### src/rtl/hazard_scoreboard.sv
// Tuse/Tnew hazard scoreboard for the pipelined MIPS core: in-flight producer slots, HI/LO busy tracking, owner lookup.
// Optional stall statistics counter is built when HAZARD_STATS_EN is defined.
module hazard_scoreboard #(
    parameter int NSTAGE   = 3,
    parameter int TW       = 2,
    parameter int MULT_LAT = 5,
    parameter int DIV_LAT  = 10,
    parameter int SELW     = 4
) (
    input  logic            i_clk,
    input  logic            i_reset,
    input  logic            i_d_valid,
    input  logic [4:0]      i_rs_addr,
    input  logic [4:0]      i_rt_addr,
    input  logic [TW-1:0]   i_rs_tuse,
    input  logic [TW-1:0]   i_rt_tuse,
    input  logic            i_wr_en,
    input  logic [4:0]      i_wr_addr,
    input  logic [TW-1:0]   i_wr_tnew,
    input  logic            i_md_start,
    input  logic            i_md_div,
    input  logic            i_md_use,
    input  logic            i_flush,
    output logic            o_stall,
    output logic [SELW-1:0] o_rs_owner,
    output logic [SELW-1:0] o_rt_owner,
    output logic            o_md_busy,
    output logic [31:0]     o_stall_count
);

    localparam int MD_MAX = (MULT_LAT > DIV_LAT) ? MULT_LAT : DIV_LAT;
    localparam int MDW    = $clog2(MD_MAX + 1);
    localparam logic [TW-1:0] TUSE_NONE = '1;

    logic            r_valid [NSTAGE];
    logic [4:0]      r_addr  [NSTAGE];
    logic [TW-1:0]   r_tnew  [NSTAGE];
    logic [MDW-1:0]  r_md_cnt;

    logic            w_rs_match_hz;
    logic            w_rt_match_hz;
    logic            w_rs_hazard;
    logic            w_rt_hazard;
    logic            w_md_hazard;
    logic            w_stall;
    logic            w_load;
    logic            w_md_busy;
    logic [SELW-1:0] w_rs_owner;
    logic [SELW-1:0] w_rt_owner;

    // A producer blocks a source only while its result is further away than the consumer's need.
    always_comb begin
        w_rs_match_hz = 1'b0;
        w_rt_match_hz = 1'b0;
        for (int k = 0; k < NSTAGE; k++) begin
            if (r_valid[k] && (r_addr[k] == i_rs_addr) && (r_tnew[k] > i_rs_tuse)) begin
                w_rs_match_hz = 1'b1;
            end
            if (r_valid[k] && (r_addr[k] == i_rt_addr) && (r_tnew[k] > i_rt_tuse)) begin
                w_rt_match_hz = 1'b1;
            end
        end
    end

    assign w_rs_hazard = w_rs_match_hz && (i_rs_addr != 5'd0) && (i_rs_tuse != TUSE_NONE);
    assign w_rt_hazard = w_rt_match_hz && (i_rt_addr != 5'd0) && (i_rt_tuse != TUSE_NONE);
    assign w_md_busy   = (r_md_cnt != '0);
    assign w_md_hazard = i_md_use && (w_md_busy || i_md_start);
    assign w_stall     = i_d_valid && (w_rs_hazard || w_rt_hazard || w_md_hazard);

    assign w_load = i_d_valid && !w_stall && !i_flush && i_wr_en && (i_wr_addr != 5'd0);

    // Scanning oldest to youngest lets the youngest match overwrite, giving lowest-index priority.
    always_comb begin
        w_rs_owner = '0;
        w_rt_owner = '0;
        for (int k = NSTAGE - 1; k >= 0; k--) begin
            if (r_valid[k] && (r_addr[k] == i_rs_addr)) begin
                w_rs_owner = SELW'(k + 1);
            end
            if (r_valid[k] && (r_addr[k] == i_rt_addr)) begin
                w_rt_owner = SELW'(k + 1);
            end
        end
        if (i_rs_addr == 5'd0) begin
            w_rs_owner = '0;
        end
        if (i_rt_addr == 5'd0) begin
            w_rt_owner = '0;
        end
    end

    always_ff @(posedge i_clk) begin
        r_addr[0] <= i_wr_addr;
        r_tnew[0] <= i_wr_tnew;
        for (int k = 1; k < NSTAGE; k++) begin
            r_addr[k] <= r_addr[k-1];
            r_tnew[k] <= (r_tnew[k-1] != '0) ? (r_tnew[k-1] - TW'(1)) : '0;
        end
        if (i_reset || i_flush) begin
            for (int k = 0; k < NSTAGE; k++) begin
                r_valid[k] <= 1'b0;
            end
        end else begin
            r_valid[0] <= w_load;
            for (int k = 1; k < NSTAGE; k++) begin
                r_valid[k] <= r_valid[k-1];
            end
        end
    end

    // Flush leaves the multiply/divide unit alone so an in-flight operation still completes.
    always_ff @(posedge i_clk) begin
        if (i_reset) begin
            r_md_cnt <= '0;
        end else if (i_md_start && !w_md_busy) begin
            r_md_cnt <= i_md_div ? MDW'(DIV_LAT) : MDW'(MULT_LAT);
        end else if (w_md_busy) begin
            r_md_cnt <= r_md_cnt - MDW'(1);
        end
    end

`ifdef HAZARD_STATS_EN
    logic [31:0] r_stall_count;

    always_ff @(posedge i_clk) begin
        if (i_reset) begin
            r_stall_count <= '0;
        end else if (w_stall) begin
            r_stall_count <= r_stall_count + 32'd1;
        end
    end

    assign o_stall_count = r_stall_count;
`else
    assign o_stall_count = '0;
`endif

    assign o_stall    = w_stall;
    assign o_rs_owner = w_rs_owner;
    assign o_rt_owner = w_rt_owner;
    assign o_md_busy  = w_md_busy;

endmodule
### config.mk
export PLATFORM = sky130hd
export DESIGN_NAME = hazard_scoreboard
export DESIGN_NICKNAME = d
export VERILOG_FILES = /design/src/rtl/hazard_scoreboard.sv
export SDC_FILE = /design/constraint.sdc
export NUM_CORES = 1
export LEC_CHECK = 0
export ABC_AREA = 0
export CORE_MARGIN = 2
export CORE_UTILIZATION = 40
export CTS_CLUSTER_DIAMETER = 60
export DETAILED_ROUTE_END_ITERATION = 6
export DONT_BUFFER_PORTS = 1
export MAX_ROUTING_LAYER = met4
export SLEW_MARGIN = 10
export SYNTH_ARGS = -nofsm -noshare
export SYNTH_HDL_FRONTEND = slang
export SYNTH_SLANG_ARGS = --single-unit
### constraint.sdc
create_clock -name i_clk -period 3.09 [get_ports i_clk]
set_input_delay 0.927 -clock i_clk [delete_from_list [all_inputs] [get_ports i_clk]]
set_output_delay 0.927 -clock i_clk [all_outputs]
set_load 0.02 [all_outputs]
Word level (Yosys, flattened, before mapping) --
Memory sizes are Yosys's and may differ from the RTL's. Index checks and enable logic that the tools add are counted.
Operators by class: reduce and logical (&&, ||, !) cells 39, shift-type cells 0, equal/unequal tests 8, divide/modulo/power cells 0, bitwise gates (word level) 3, $mul 0, add/subtract/negate cells 3, magnitude comparators 6, multiplexer cells 25
Operators with widths (count):
- $mux W4 | 9
- $eq A5 B5 Y1 | 6
- $logic_and A1 B1 Y1 | 23
- $reduce_bool A5 Y1 | 3
- $gt A2 B2 Y1 | 6
- $mux W1 | 12
- $logic_not A5 Y1 | 2
- $mux W2 | 4
- $reduce_bool A2 Y1 | 3
- $logic_or A1 B1 Y1 | 4
- $ne A2 B2 Y1 const B | 2
- $reduce_bool A4 Y1 | 1
- $sub A2 B1 Y2 const B | 2
- $sub A4 B1 Y4 const B | 1
- $logic_not A1 Y1 | 3
- $or A1 B1 Y1 | 3
Word-level totals: bits in registers 4, logic and storage cells 88, memory bits (read-only) 0, bits of input ports 29, bits in latches 0, memory bits (writable) 24, memories kept 3, output and inout bits 42
Memories:
- r_addr | depth 3, width 5, read ports 3, clocked after memory_dff 0, write ports 3, RTL line 36 | logic [4:0] r_addr [NSTAGE];
- r_tnew | depth 3, width 2, read ports 3, clocked after memory_dff 0, write ports 3, RTL line 37 | logic [TW-1:0] r_tnew [NSTAGE];
- r_valid | depth 3, width 1, read ports 3, clocked after memory_dff 0, write ports 3, RTL line 35 | logic r_valid [NSTAGE];

Logic depth before layout (Yosys ltp) --
Gate-level depths: netlist of run 1. An unclocked memory read counts as a cell.
word-level depth 18, gate-level depth with buffers 8

Worst setup path before layout of run 1 --
Ideal clock, no wire load.
path type input port to output port, start input port i_rt_addr[1], end output port o_stall, path slack 38 ps, arrival time 2125 ps, buffers on the path 0, stages on the path 6, cells stage by stage or4_1 nor2_2 a21oi_2 a31oi_1 nand4_1 and2_1
Between the ends: word-level cells in the longest chain between the ends 11, elaborated cells on any way between the ends 18
RTL lines:
- from (decl) | RTL line 14 | input logic [4:0] i_rt_addr,
- $eq A5 B5 Y1 | RTL line 59 | if (r_valid[k] && (r_addr[k] == i_rt_addr) && (r_tnew[k] > i_rt_tuse)) begin
- $logic_and A1 B1 Y1 (2 in series) | RTL line 59
- $mux W1 (3 in series) | RTL line 59
- $logic_and A1 B1 Y1 * (2 in series) | RTL line 66 | assign w_rt_hazard = w_rt_match_hz && (i_rt_addr != 5'd0) && (i_rt_tuse != TUSE_NONE);
- $logic_or A1 B1 Y1 * (2 in series) | RTL line 69 | assign w_stall = i_d_valid && (w_rs_hazard || w_rt_hazard || w_md_hazard);
- $logic_and A1 B1 Y1 * | RTL line 69
- to (decl) | RTL line 24 | output logic o_stall,
Mark *: on every way between the ends. The rest lies on a longest branch, timed or not.

Worst setup path after layout of run 1 --
start input port i_rs_addr[1], end output port o_stall
Between the ends: word-level cells in the longest chain between the ends 11, elaborated cells on any way between the ends 18
RTL lines:
- from (decl) | RTL line 13 | input logic [4:0] i_rs_addr,
- $eq A5 B5 Y1 | RTL line 56 | if (r_valid[k] && (r_addr[k] == i_rs_addr) && (r_tnew[k] > i_rs_tuse)) begin
- $logic_and A1 B1 Y1 (2 in series) | RTL line 56
- $mux W1 (3 in series) | RTL line 56
- $logic_and A1 B1 Y1 * (2 in series) | RTL line 65 | assign w_rs_hazard = w_rs_match_hz && (i_rs_addr != 5'd0) && (i_rs_tuse != TUSE_NONE);
- $logic_or A1 B1 Y1 * (2 in series) | RTL line 69
- $logic_and A1 B1 Y1 * | RTL line 69
Marks and branches as above.

==> out/qor.log, run 1 <==
INFO  status         run_status=finished clean
INFO  worst_setup_path ff2ff_setup_slack=0.50ns
INFO  flow_run       max_cap_viol_count=0
INFO  worst_setup_path crit_fanout=4
INFO  synth          syn_area=1780um^2
INFO  detailed_routing highest_routed_layer=met4
INFO  synth          synth-edff-count=0
INFO  detailed_routing met2_wirelength=1530um
INFO  worst_setup_path cp-start-kind=input pin
INFO  timing         layout_setup_ws=0.0309ns
INFO  detailed_routing met3_length=187um
INFO  synth          syn-mean-instance-area=8.80um^2
INFO  timing         setup_violations=0
INFO  placed_design  dpl-instance-area=1780um^2
INFO  timing         hold_violations=0
INFO  worst_setup_path crit_chain=or4_4, nor2_4, a21oi_1, o21ai_1, nand4_1, and2_4
INFO  placed_design  dp_hpwl=2680um
INFO  synth          synth_async_sr_flop_share=0%
INFO  detailed_routing post_drt_via_cell_ratio=4.45
INFO  floorplanning  num_rows=24
INFO  worst_setup_path worstReg2RegEnd=r_valid[0][0]$_SDFF_PP0_
INFO  clock_network  cts_made_buffers=3
INFO  clock_network  cts_sinks=28
INFO  clock_network  clkTransAtPathRegs=0.09ns
INFO  floorplanning  floorplan.io_pins=71
INFO  worst_setup_path cp_data_arrival_time=2.13ns
INFO  detailed_routing dr.first_iter.drc_count=12
INFO  final_layout   post_layout_nets=272
INFO  timing         final.setup_skew=0.00442ns
INFO  global_routing first_global_vias=1,166
INFO  clock_network  later_pin_clock_latency_in_the_skew_report=0.28ns
INFO  global_routing grt_antenna_before_repair=0
INFO  synth          synth-seq-cells=28
INFO  timing         post-route-min-period=3.06ns
INFO  clock_network  tritoncts=yes
INFO  global_routing pin_count_of_the_biggest_net_entering_global_routing=17
INFO  floorplanning  initial_utilization=41.1%
INFO  global_routing overflow=0
INFO  placed_design  post_place_setup_slack=-0.0735ns
INFO  worst_setup_path critical_path.startpoint=i_rs_addr[1]
INFO  worst_setup_path worst_r2r_path_depth=16
INFO  worst_setup_path slowest_delay=0.53ns
INFO  final_layout   final.fill_count=446
INFO  placed_design  placer_congestion_estimate=0.792
INFO  detailed_routing number_of_iterations_in_the_first_detailed_routing_pass=4
INFO  hold_path      hp-class=flip-flop to flip-flop
INFO  power          static-leakage-power=0.877nW
INFO  clock_network  cts_max_level=1
INFO  detailed_routing routed_wirelength=3300um
INFO  final_layout   insertedDiodeCount=0
INFO  final_layout   post_route_cells_drive_above_1_share=16.8%
INFO  synth          syn-instance-count=202
INFO  timing         finalMaxSlewViolations=0
INFO  timing         timing.setup.tns=0ns
INFO  final_layout   final_design_area_no_fill=1990um^2
INFO  floorplanning  width_of_the_die=70.6um
INFO  worst_setup_path critPathCaptureType=output pin
INFO  synth          synthFlopType=sky130_fd_sc_hd__dfxtp_1
INFO  detailed_routing ant_nets=0
INFO  worst_setup_path ff_to_ff_start=r_tnew[0][1]$_DFF_P_
INFO  detailed_routing remaining_drcs=0
INFO  hold_path      timing.hold.worst.start=r_addr[0][7]$_DFF_P_
INFO  detailed_routing routed-via-count=1,237
INFO  final_layout   flow.area_growth_from_synthesis=12.1%
INFO  placed_design  number_of_buffers_added_on_ports=0
INFO  power          post-layout-total-power=0.00105W
INFO  worst_setup_path timing.setup.critical_path_class=input pin to output pin
INFO  floorplanning  die_h=70.6um
INFO  synth          warning_count_from_the_yosys_run=0
INFO  worst_setup_path worst_setup_path_end=o_stall
INFO  floorplanning  floorplan.die_area=4990um^2
INFO  timing         timing.fmax=327MHz
INFO  timing         fin_crit_share=99.0%
INFO  global_routing grt_pass1_wl=5290um
INFO  power          power-per-cell-area=527nW/um^2
INFO  final_layout   final_core_utilization=46.1%
INFO  clock_network  maximum_count_of_clock_buffers_along_a_single_path=2
INFO  detailed_routing wl_met1=1560um
INFO  global_routing track_usage=13.8%
INFO  synth          synth.distinct_cells=27
INFO  synth          synth.yosys.seq_area_share=31.5%
INFO  detailed_routing routedWlPerCell=11.9um
INFO  power          worst_ir_drop_vdd=336uV
INFO  worst_setup_path worst-endpoint-required=2.16ns
INFO  worst_setup_path critical_path.slowest_cell=sky130_fd_sc_hd__or4_4
INFO  clock_network  cts_root_buffer=sky130_fd_sc_hd__clkbuf_8
INFO  floorplanning  coreArea=4320um^2
-- registers in the layout, indices dropped and copies added (netlist names) --
signal    flops
r_valid       3
r_tnew        6
r_addr       15
r_md_cnt      4
-- how the worst min path moves through the flow --
stage                                  to  cells after the start  slack (ns)
floorplan            r_addr[0][5]$_DFF_P_                      0        0.37
detailed placement  r_addr[0][13]$_DFF_P_                      0        0.40
CTS                 r_addr[0][13]$_DFF_P_                      0        0.41
global placement    r_addr[0][13]$_DFF_P_                      0        0.39
global route        r_addr[0][11]$_DFF_P_                      0        0.41
finish              r_addr[0][12]$_DFF_P_                      0        0.41
-- power by group --
part / total (W) / switching, W / internal [W]
combinational: 0.000327 / 0.000174 / 0.000153
sequential: 0.000434 / 0.0000326 / 0.000401
clock: 0.000289 / 0.000115 / 0.000174
total: 0.00105 / 0.000322 / 0.000728
-- kinds of logic (layout without fill, tap and decap cells) --
logic type | Yosys count | count (layout) | share of synthesized area, %
adder cells (fa/ha/maj) | 16 | 16 | 11.3
AO/OA/AOI/OAI | 28 | 28 | 9.93
other | 1 | 36 | 0.211
AND/OR/NAND/NOR | 45 | 45 | 12.7
buffers and inverters | 52 | 41 | 18.6
flip-flops | 28 | 28 | 31.5
XOR/XNOR | 32 | 32 | 15.8
-- placed cells by master, fill, tap and decap left out, drive strengths merged, types with 3 or more instances in the layout --
master and n:
clkbuf 3, nor3 3, or4 3, xnor2 24, conb 36, inv 16
buf 21, a2111oi 4, dfxtp 28, nor2 18, nand2 5, a21oi 15
and2 3, xor2 8, a211oi 4, ha 16, nand4 5
-- metrics by stage --
step           hold slack, ns  cells
6_report                0.406    278
3_3_place_gp            0.393    263
4_1_cts                 0.406    278
3_5_place_dp            0.395    263
2_1_floorplan           0.375    237
5_1_grt                 0.414    278
-- critical path: cells and delay by family --
kind	cells	cell delay (ns)
simple gates	4	1.05
compound gates	2	0.15
-- routing by layer --
metal | vias to the layer above | global-route usage (%)
met3 | 2 | 3.42
met2 | 47 | 22.0
met5 | - | -
li1 | 651 | -
met4 | 0 | 1.89
met1 | 537 | 18.3
-- cells in the mapped netlist (2+ instances only) --
master	n	area [um^2]
sky130_fd_sc_hd__a211oi_1	4	30.0
sky130_fd_sc_hd__nand4_1	5	31.3
sky130_fd_sc_hd__buf_4	36	270
sky130_fd_sc_hd__a2111oi_0	4	35.0
sky130_fd_sc_hd__and2_1	3	18.8
sky130_fd_sc_hd__nand2_1	5	18.8
sky130_fd_sc_hd__xor2_1	8	70.1
sky130_fd_sc_hd__nor2_1	17	63.8
sky130_fd_sc_hd__nor4_1	2	12.5
sky130_fd_sc_hd__a21oi_1	14	70.1
sky130_fd_sc_hd__o21ai_0	2	10.0
sky130_fd_sc_hd__inv_1	16	60.1
sky130_fd_sc_hd__and3_1	2	12.5
sky130_fd_sc_hd__or4_1	3	22.5
sky130_fd_sc_hd__or2_2	2	12.5
sky130_fd_sc_hd__ha_1	16	200
sky130_fd_sc_hd__dfxtp_1	28	561
sky130_fd_sc_hd__nor3_1	3	15.0
sky130_fd_sc_hd__xnor2_1	24	210
-- what timing repair did --
item	in CTS	in global routing
hold buffers	0	0
setup endpoints to repair	1	2
cloned	0	0
buffers inserted	11	0
pin swaps	3	8
gates resized for setup	4	13
-- final cells by class --
type | instances | area, um^2 | area share [%]
tap | 52 | 65.1 | 3.27
multi-input combinational | 157 | 1080 | 54.1
timing repair buffer | 21 | 158 | 7.91
clock inverter | 1 | 30.0 | 1.51
inverter | 16 | 60.1 | 3.02
clock buffer | 3 | 41.3 | 2.07
sequential | 28 | 561 | 28.1
Power figures use the tool's default switching activity.
==> run 2, diff against run 1 <==
CORE_MARGIN = not set   (was 2)
==> run 2 against run 1 <==
Via count is 1.3% lower. Global-route usage is 0.80 points higher. Non-clock buffer count is 10 lower. Register-to-register slack better by 0.91 ns. Worst setup slack worse by 0.0055 ns.
==> out/qor.log, run 2 (synthesized netlist as in run 1, its figures left out) <==
INFO  status         run_status=finished clean
INFO  final_layout   layout_commonest_cell=sky130_fd_sc_hd__conb_1
INFO  global_routing overflow=0
INFO  clock_network  ctsHoldBuffers=0
INFO  clock_network  maximum_count_of_clock_buffers_along_a_single_path=2
INFO  timing         timing.setup.tns=0ns
INFO  detailed_routing routed_wirelength=3160um
INFO  worst_setup_path ff2ff_setup_slack=1.41ns
INFO  timing         finalMaxSlewViolations=0
INFO  worst_setup_path cp_data_arrival_time=2.14ns
INFO  detailed_routing post_drt_via_cell_ratio=4.59
INFO  final_layout   max_reg_flops=15
INFO  clock_network  clkTransAtPathRegs=0.09ns
INFO  final_layout   post_layout_nets=262
INFO  worst_setup_path critPathCaptureType=output pin
INFO  global_routing first_global_vias=1,086
INFO  power          power-per-cell-area=527nW/um^2
INFO  final_layout   largest-register=r_addr
INFO  timing         fin_crit_share=99.2%
INFO  detailed_routing dr.first_iter.drc_count=35
INFO  worst_setup_path cp-start-kind=input pin
INFO  final_layout   mostFrequentLayoutCells=sky130_fd_sc_hd__conb_1, sky130_fd_sc_hd__dfxtp_1, sky130_fd_sc_hd__xnor2_1
INFO  power          share_clk_of_total_power=28.3%
INFO  timing         hold_violations=0
INFO  timing         post-route-min-period=3.06ns
INFO  final_layout   flow.area_growth_from_synthesis=8.31%
INFO  worst_setup_path critical_path.slowest_cell=sky130_fd_sc_hd__or4_4
INFO  detailed_routing remaining_drcs=0
INFO  floorplanning  coreArea=4140um^2
INFO  clock_network  later_pin_clock_latency_in_the_skew_report=0.28ns
INFO  worst_setup_path timing.setup.critical_path_class=input pin to output pin
INFO  floorplanning  initial_utilization=42.9%
INFO  timing         setup_violations=0
INFO  hold_path      timing.hold.worst.start=r_addr[0][8]$_DFF_P_
INFO  clock_network  cts_made_buffers=3
INFO  clock_network  cts_root_buffer=sky130_fd_sc_hd__clkbuf_8
INFO  final_layout   final.fill_count=401
INFO  floorplanning  width_of_the_die=68.6um
INFO  power          pwr-share-seq=43.1%
INFO  global_routing track_usage=14.6%
INFO  detailed_routing routedWlPerCell=11.9um
INFO  floorplanning  floorplan.io_pins=71
INFO  floorplanning  die_h=68.6um
INFO  power          power.share.combinational=28.7%
INFO  final_layout   insertedDiodeCount=0
INFO  worst_setup_path slowest_delay=0.53ns
INFO  final_layout   post_route_cells_drive_above_1_share=14.4%
INFO  detailed_routing ant_nets=0
INFO  power          internal_power=0.000698W
INFO  clock_network  cts_max_level=1
INFO  hold_path      hp-class=flip-flop to flip-flop
INFO  global_routing grt_antenna_before_repair=0
INFO  placed_design  dp_hpwl=2630um
INFO  floorplanning  floorplan.die_area=4710um^2
INFO  detailed_routing number_of_iterations_in_the_first_detailed_routing_pass=4
INFO  placed_design  placedCellCount=261
INFO  placed_design  number_of_buffers_added_on_ports=0
INFO  timing         final.setup_skew=0.00397ns
INFO  worst_setup_path ff_to_ff_start=r_addr[0][0]$_DFF_P_
INFO  final_layout   biggestRegsByFlops=r_addr x15, r_tnew x6, r_md_cnt x4
INFO  power          worst_ir_drop_vdd=316uV
INFO  flow_run       max_cap_viol_count=0
INFO  global_routing grt_pass1_wl=4830um
INFO  power          swShare=31.1%
INFO  global_routing pin_count_of_the_biggest_net_entering_global_routing=17
INFO  clock_network  tritoncts=yes
INFO  worst_setup_path crit_fanout=4
INFO  floorplanning  num_rows=23
INFO  final_layout   layoutNonFillerInstCount=266
INFO  worst_setup_path worst-endpoint-required=2.16ns
INFO  placed_design  placer_congestion_estimate=0.808
INFO  timing         timing.fmax=326MHz
INFO  worst_setup_path critical_path.startpoint=i_rt_addr[1]
INFO  detailed_routing routed-via-count=1,221
INFO  timing         rsz0062_at_grt=true
INFO  power          switching_power_total=0.000315W
INFO  worst_setup_path worst_path_dominant_cell_family=simple AND/OR/NAND/NOR gates
INFO  worst_setup_path crit_buf_inv=0
INFO  clock_network  cts_sinks=28
INFO  worst_setup_path crit_chain=or4_4, nor2_4, a21oi_2, a31oi_1, nand4_1, and2_4
INFO  power          static-leakage-power=0.834nW
run 2: cell count changes in the layout (fill, tap and decap cells not counted):
cell and delta:
sky130_fd_sc_hd__buf_4 -10, sky130_fd_sc_hd__a2111oi_2 +1, sky130_fd_sc_hd__nor2_4 -1, sky130_fd_sc_hd__nor4_2 +1, sky130_fd_sc_hd__a2111oi_0 +1, sky130_fd_sc_hd__nor2_2 +1
sky130_fd_sc_hd__a2111oi_1 -2, sky130_fd_sc_hd__nor3_1 -1, sky130_fd_sc_hd__nor4_1 -1, sky130_fd_sc_hd__nor3_2 +1
run 2: worst reg2reg max path, delay by kind of cell, from the launching register on:
kind	cells	cell delay, ns
simple gates	3	0.38
compound gates	2	0.50
buf+inv	1	0.13
xor+xnor	1	0.15
flops	1	0.43
run 2: cell type report:
| cell class | count | area, um^2 | share of cell area (%) |
|---|---|---|---|
| Timing Repair Buffer | 11 | 82.6 | 4.29 |
| Sequential cell | 28 | 561 | 29.1 |
| Clock buffer | 3 | 41.3 | 2.15 |
| Tap cell | 50 | 62.6 | 3.25 |
| Inverter | 16 | 60.1 | 3.12 |
| Clock inverter | 1 | 30.0 | 1.56 |
| Multi-Input combinational cell | 157 | 1090 | 56.5 |
run 2: through the flow:
stage,setup slack (ns),power [W],hold WS [ns],cell area (um^2),utilization (%)
6_report,0.0253,0.00101,0.408,1920,46.4
5_1_grt,-0.0296,0.00108,0.418,1920,46.4
4_1_cts,0.0140,0.00101,0.408,1870,45.2
3_5_place_dp,-0.0694,0.000719,0.393,1780,42.8
3_3_place_gp,-0.0570,0.000715,0.394,1780,42.8
2_1_floorplan,0.0383,0.000696,0.375,1910,-
run 2: what timing repair did:
| item | in CTS | in global routing |
|---|---|---|
| buffers inserted | 1 | 0 |
| pin swaps | 4 | 10 |
| resized for setup | 6 | 12 |
| endpoints found under the setup margin | 1 | 3 |
run 2: final timing paths:
| check | to | cells past startpoint |
|---|---|---|
| worst max-delay path | o_stall | 6 |
| worst min-delay path | r_addr[0][13]$_DFF_P_ | 0 |
| worst max register to register | r_valid[0][0]$_SDFF_PP0_ | 7 |
| worst min register to register | r_addr[0][13]$_DFF_P_ | 0 |
run 2: metal layers:
| layer | wire length (um) | up-vias | global-route usage [%] |
|---|---|---|---|
| li1 | - | 632 | - |
| met1 | 1500 | 534 | 18.3 |
| met2 | 1400 | 51 | 22.7 |
| met3 | 214 | 4 | 3.29 |
| met4 | 42 | 0 | 5.47 |
| met5 | 0 | - | - |
run 2: power groups by stage:
stage	clock [W]	sequential (W)	combinational [W]
floorplan	0	0.000434	0.000262
global placement	0	0.000443	0.000271
detailed placement	0	0.000443	0.000276
CTS	0.000294	0.000436	0.000281
global route	0.000304	0.000443	0.000329
finish	0.000287	0.000436	0.000290
==> edit 1, RTL diff (settings of run 2) <==
Build with the macro `HAZARD_STATS_EN` defined.
--- a/src/rtl/hazard_scoreboard.sv
+++ b/src/rtl/hazard_scoreboard.sv
@@ -1,5 +1,7 @@
 // Tuse/Tnew hazard scoreboard for the pipelined MIPS core: in-flight producer slots, HI/LO busy tracking, owner lookup.
 // Optional stall statistics counter is built when HAZARD_STATS_EN is defined.
+`define HAZARD_STATS_EN
+
 module hazard_scoreboard #(
     parameter int NSTAGE   = 3,
     parameter int TW       = 2,
Behaviour: not the same (Yosys sat finds a counterexample within 4 cycles, from zero or initial values and one cycle with i_reset high).
==> edit 1 against run 2 <==
The flow now finishes with violations (negative setup slack). Synthesized cell count increased by 84%. Sequential cell count rose by 32. Area after synthesis increased by 83%. Wire length increased by 140%. Sequential share of layout area increased by 2.3 points. Register-to-register slack worse by 940 ps. Worst setup slack worse by 62 ps. Total power grew 93%. Design area up 99%. Largest cell class unchanged.
==> edit 1: results (changes against run 2) <==
* Routability congestion estimate: 0.818 (+1.2%)
- The starting DRC count in detailed routing was 73 (+110%).
* Violations in the final reports: negative setup slack
* Via count of the first global-routing pass: 2665 (+150%)
- Clk_lat worst skew: 340 ps (+60 ps)
- Worst Path Max Fanout: 4 (unchanged)
- Ranking of synthesized cells by area: sky130_fd_sc_hd__dfxtp_1 37%, sky130_fd_sc_hd__ha_1 6.5%, sky130_fd_sc_hd__xnor2_1 5.9%
* Number of distinct library cells after synthesis: 50 (+85%)
- First-pass GRT wire length: 12300 um (+150%)
- The maximum vdd drop is 0.000232 V (-27%).
- Fraction of final layout cells sized beyond drive strength 1: 15.0% (+0.61 points)
* Wire length reported by the detailed router: 7440 um (+140%)
- The number of fill cells in the layout was 772 (+93%).
- The flip-flop count of the largest register after layout is 32 (+17).
- Clock tree skew after final layout: 9.13 ps (+5.17 ps)
* DP Wirelength: 5680 um (+120%)
- Post-route worst setup slack: -36.8 ps (-62.2 ps)
- The sequential fraction of the synthesis area is 37.0% (+5.4 points).
- Maximum count of clock buffers along a single path: 2 (unchanged)
- The worst stage delay on the critical path came to 560 ps (+30 ps).
- The number of clock buffers inserted by TritonCTS is 9 (+6).
- Final setup violating endpoints: 1 (+1)
* Setup TNS: -36.8 ps (-36.8 ps)
* Most numerous cell types in the synthesized netlist: 60 x sky130_fd_sc_hd__dfxtp_1, 32 x sky130_fd_sc_hd__nor2_1, 30 x sky130_fd_sc_hd__a21oi_1
- Arrival time worst endpoint: 2200 ps (+60 ps)
- Final Net Count: 442 (+69%)
* Leakage: 0.00140 uW (+68%)
- Largest net degree at the start of global routing: 46 (+29)
- H-tree depth: 3 (+2)
- The combined global-route utilization of all metal layers was 19.0% (+4.4 points).
- Result of the run: finished with violations
- The via density per instance was 5.39 (+17%).
* Clock-pin slew reported for the worst setup and hold paths after clock tree synthesis: 60 ps (-30 ps)
- Drt first pass iters: 4 (unchanged)
edit 1: changes by cell type in the layout (fill, tap and decap cells not counted), moves of 9 or more:
cell and delta:
sky130_fd_sc_hd__or3_1 +14, sky130_fd_sc_hd__a21oi_1 +16, sky130_fd_sc_hd__buf_4 +10, sky130_fd_sc_hd__dfxtp_1 +32, sky130_fd_sc_hd__nand2_1 +15, sky130_fd_sc_hd__inv_1 +10, sky130_fd_sc_hd__conb_1 -32, sky130_fd_sc_hd__nand3_1 +9
sky130_fd_sc_hd__nor2_1 +16
edit 1: cells by family (layout without fill, tap and decap cells):
logic type               after synthesis  after routing  share of synthesized area [%]
flip-flops                            60             60                           37.0
AND/OR/NAND/NOR                      133            133                           22.4
adder cells (fa/ha/maj)               17             17                           6.55
XOR/XNOR                              38             38                           10.2
buffers and inverters                 38             64                           5.08
multiplexers                           6              6                           2.04
other                                  1              4                          0.115
AO/OA/AOI/OAI                         79             79                           16.6
edit 1: power breakdown:
group / switching, uW / internal [uW] / total (uW)
sequential: 40.5 / 819 / 860
clock: 308 / 414 / 722
combinational: 201 / 172 / 373
total: 549 / 1410 / 1950
edit 1: what timing repair did:
item | in CTS | in global routing
pin swaps | 0 | 4
resized for setup | 3 | 8
setup buffers | 0 | 1
hold endpoints to repair | 0 | 0
endpoints found under the setup margin | 1 | 3
edit 1: worst max-delay path, delay by kind of cell:
kind               cells  cell delay [ps]
and+or+nand+nor        2              700
AOI/OAI and AO/OA      3              570
edit 1: routing by layer:
layer	wire length, um	vias up	global-route usage [%]	part of all wire, %
met2	3320	61	29.5	45
met5	0	-	-	0
met3	381	12	5.39	5.1
met4	110	0	7.16	1.5
li1	-	1371	-	-
met1	3630	1268	23.3	49
edit 1: area by class of cell:
class / instances / area [um^2] / share of cell area (%)
clock buffer: 12 / 155 / 4.06
clock inverter: 4 / 47.5 / 1.24
inverter: 26 / 97.6 / 2.55
multi-input combinational: 277 / 2010 / 52.7
sequential: 60 / 1200 / 31.4
tap: 102 / 128 / 3.34
timing repair buffer: 22 / 178 / 4.65
edit 1: path summary, 6_finish.rpt:
path / from / slack (ps) / end
max: i_rs_addr[1] / -40 / o_stall
min: r_addr[0][8] / 390 / r_addr[0][13]
max reg2reg: o_stall_count[9] / 470 / o_stall_count[30]
min reg2reg: r_addr[0][8] / 390 / r_addr[0][13]
edit 1: metrics by stage:
step                      area, um^2  utilization [%]  worst slack, ps  hold slack, ps  instances
after detailed placement        3550             45.4            -73.6             386        486
after global placement          3550             45.4            -59.2             382        486
after floorplan                 3320                -            -80.8             373        375
final                           3820             48.9            -36.8             394        503
after CTS                       3760             48.2            -47.6             396        502
after global routing            3820             48.9             -113             400        503
==> edit 2, RTL diff (flow settings as in run 2) <==
Without the edit above. Register the input `i_md_div` before use. The logic sees it one clock later. The other inputs are not delayed to match.
--- a/src/rtl/hazard_scoreboard.sv
+++ b/src/rtl/hazard_scoreboard.sv
@@ -31,6 +31,12 @@
     localparam int MD_MAX = (MULT_LAT > DIV_LAT) ? MULT_LAT : DIV_LAT;
     localparam int MDW    = $clog2(MD_MAX + 1);
     localparam logic [TW-1:0] TUSE_NONE = '1;
+
+    logic i_md_div_q;
+
+    always_ff @(posedge i_clk) begin
+        i_md_div_q <= i_md_div;
+    end
 
     logic            r_valid [NSTAGE];
     logic [4:0]      r_addr  [NSTAGE];
@@ -114,7 +120,7 @@
         if (i_reset) begin
             r_md_cnt <= '0;
         end else if (i_md_start && !w_md_busy) begin
-            r_md_cnt <= i_md_div ? MDW'(DIV_LAT) : MDW'(MULT_LAT);
+            r_md_cnt <= i_md_div_q ? MDW'(DIV_LAT) : MDW'(MULT_LAT);
         end else if (w_md_busy) begin
             r_md_cnt <= r_md_cnt - MDW'(1);
         end
Check against the original RTL: not equivalent (Yosys sat finds a counterexample within 10 cycles, from zero or initial values and one cycle with i_reset high).
==> edit 2 against run 2 <==
The run now ends with negative setup slack left. Sequential power up 3%. Total power up 12%. Worst setup slack worse by 82 ps. Maximum frequency down 2.6%. Non-clock buffer count up 2. Die area up 1.4%. Largest cell class unchanged. Area after synthesis up 1.5%. Design area up 2.3%. Wire length up 4.2%. Synthesized cell count down 0.50%. Sequential cell count up 1.
==> edit 2: results (changes against run 2) <==
* Leakage: 0.000880 uW (+5.5%)
- The worst setup slack after layout is -56.5 ps (-81.8 ps).
- Register area share after synthesis: 32.2% (+0.65 points)
- H-tree depth: 2 (+1)
- The starting DRC count in detailed routing is 37 (+5.7%).
* Gr usage total: 15.1% (+0.48 points)
- The first-pass iteration count of the detailed router is 4 (unchanged).
* Highest ir drop seen on vdd: 0.000406 V (+28%)
* Most numerous cell types in the synthesized netlist: 36 x sky130_fd_sc_hd__buf_4, 29 x sky130_fd_sc_hd__dfxtp_1, 20 x sky130_fd_sc_hd__xnor2_1
- Broken down by cell family, the worst path's largest delay share belongs to simple AND/OR/NAND/NOR gates.
- The via density per instance came to 4.67 (+1.7%).
- Post-synthesis instance total: 201 (-0.50%)
- The fraction of final layout cells sized beyond drive strength 1 was 13.6% (-0.78 points).
* Dpl cells: 264 (+1.1%)
- The total number of nets in the final design came to 265 (+1.1%).
* Clock tree skew after final layout: 1.94 ps (-2.02 ps)
- Startpoint of the worst-slack reg-to-reg timing path: r_addr[0][5]
- Filler instances: 424 (+5.7%)
- Largest net degree at the start of global routing: 12 (-5)
* Clock-pin slew reported for the worst setup and hold paths after clock tree synthesis: 70 ps (-20 ps)
- Final setup violating endpoints: 1 (+1)
- The slowest stage of the critical path is the sky130_fd_sc_hd__ha_1 cell.
- Delay of the slowest critical-path stage: 300 ps (-230 ps)
- In this run the most critical hold path is launched from r_addr[0][0].
* Hold EP: r_addr[0][5]
- Arrival time worst endpoint: 2220 ps (+80 ps)
- The total number of vias is 1274 (+4.3%).
- Proportion of total power due to net switching: 31.8% (+0.68 points)
* Number of buffers inserted during clock tree synthesis: 5 (+2)
* Number of distinct library cells after synthesis: 30 (+11%)
- The flow ran to the end, but the final reports show violations.
- Worst Path Max Fanout: 3 (-1)
- Yosys attributes the largest share of cell area to sky130_fd_sc_hd__dfxtp_1 32%, sky130_fd_sc_hd__buf_4 15%, sky130_fd_sc_hd__ha_1 11%.
- The placed wire-length estimate was 2650 um (+0.58%).
- Setup TNS: -56.5 ps (-56.5 ps)
* Via count of the first global-routing pass: 1206 (+11%)
* First-pass GRT wire length: 5390 um (+12%)
- Violations in the final reports: negative setup slack
- The final weighted congestion of routability-driven global placement is 0.921 (+14%).
- The average wire length per cell after detail routing came to 12.0 um (+1.5%).
- The worst-case register-to-register setup slack came to 1480 ps (+70 ps).
## edit 2: layer usage
layer / up-vias / wire [um] / GRT usage [%]
met3: 7 / 204 / 4.82
met5: - / 0 / -
met1: 560 / 1520 / 18.2
met2: 60 / 1500 / 22.5
li1: 647 / - / -
met4: 0 / 67 / 7.48
## edit 2: cells by family after synthesis
| kind of cell | after synthesis | share of synthesized area [%] |
|---|---|---|
| flip-flops | 29 | 32.2 |
| buffers and inverters | 50 | 17.9 |
| AND/OR/NAND/NOR | 46 | 12.8 |
| XOR/XNOR | 32 | 15.5 |
| adder cells (fa/ha/maj) | 16 | 11.1 |
| other | 1 | 0.208 |
| AO/OA/AOI/OAI | 27 | 10.2 |
## edit 2: through the flow
stage / hold slack, ps / total power [uW] / setup WS, ps / cell area, um^2
after detailed placement: 390 / 731 / -102 / 1820
final: 396 / 1140 / -56.5 / 1970
after floorplan: 374 / 710 / 14.5 / 1930
after CTS: 402 / 1140 / -28.2 / 1950
after global routing: 414 / 1210 / -166 / 1970
after global placement: 391 / 728 / -98.1 / 1820
## edit 2: area by class of cell
class | instances | share of cell area, %
Multi-Input combinational cell | 157 | 53.7
Sequential cell | 29 | 29.5
Timing Repair Buffer | 13 | 4.96
Clock buffer | 5 | 3.49
Tap cell | 52 | 3.30
Inverter | 14 | 2.67
Clock inverter | 3 | 2.35
## edit 2: how the worst max path moves through the flow
stage	slack, ps	end	start	depth (start not counted)
after global placement	-100	o_stall	i_rs_tuse[1]	8
final	-60	o_stall	i_rs_tuse[1]	8
after floorplan	10	o_stall	i_rs_tuse[1]	6
after detailed placement	-100	o_stall	i_rs_addr[1]	6
after CTS	-30	o_stall	i_rs_tuse[1]	6
after global routing	-170	o_stall	i_rs_tuse[1]	8
## edit 2: power groups by stage
stage          clock network [uW]  registers (uW)  logic [uW]
6_report                      405             449         285
5_1_grt                       433             455         321
4_1_cts                       414             449         278
3_5_place_dp                    0             456         275
2_1_floorplan                   0             448         262
3_3_place_gp                    0             457         271
## edit 2: timing repair
| item | in CTS | in global routing |
|---|---|---|
| setup endpoints to repair | 1 | 2 |
| pin swaps | 8 | 1 |
| gates resized for setup | 4 | 5 |
| setup buffers | 1 | 0 |
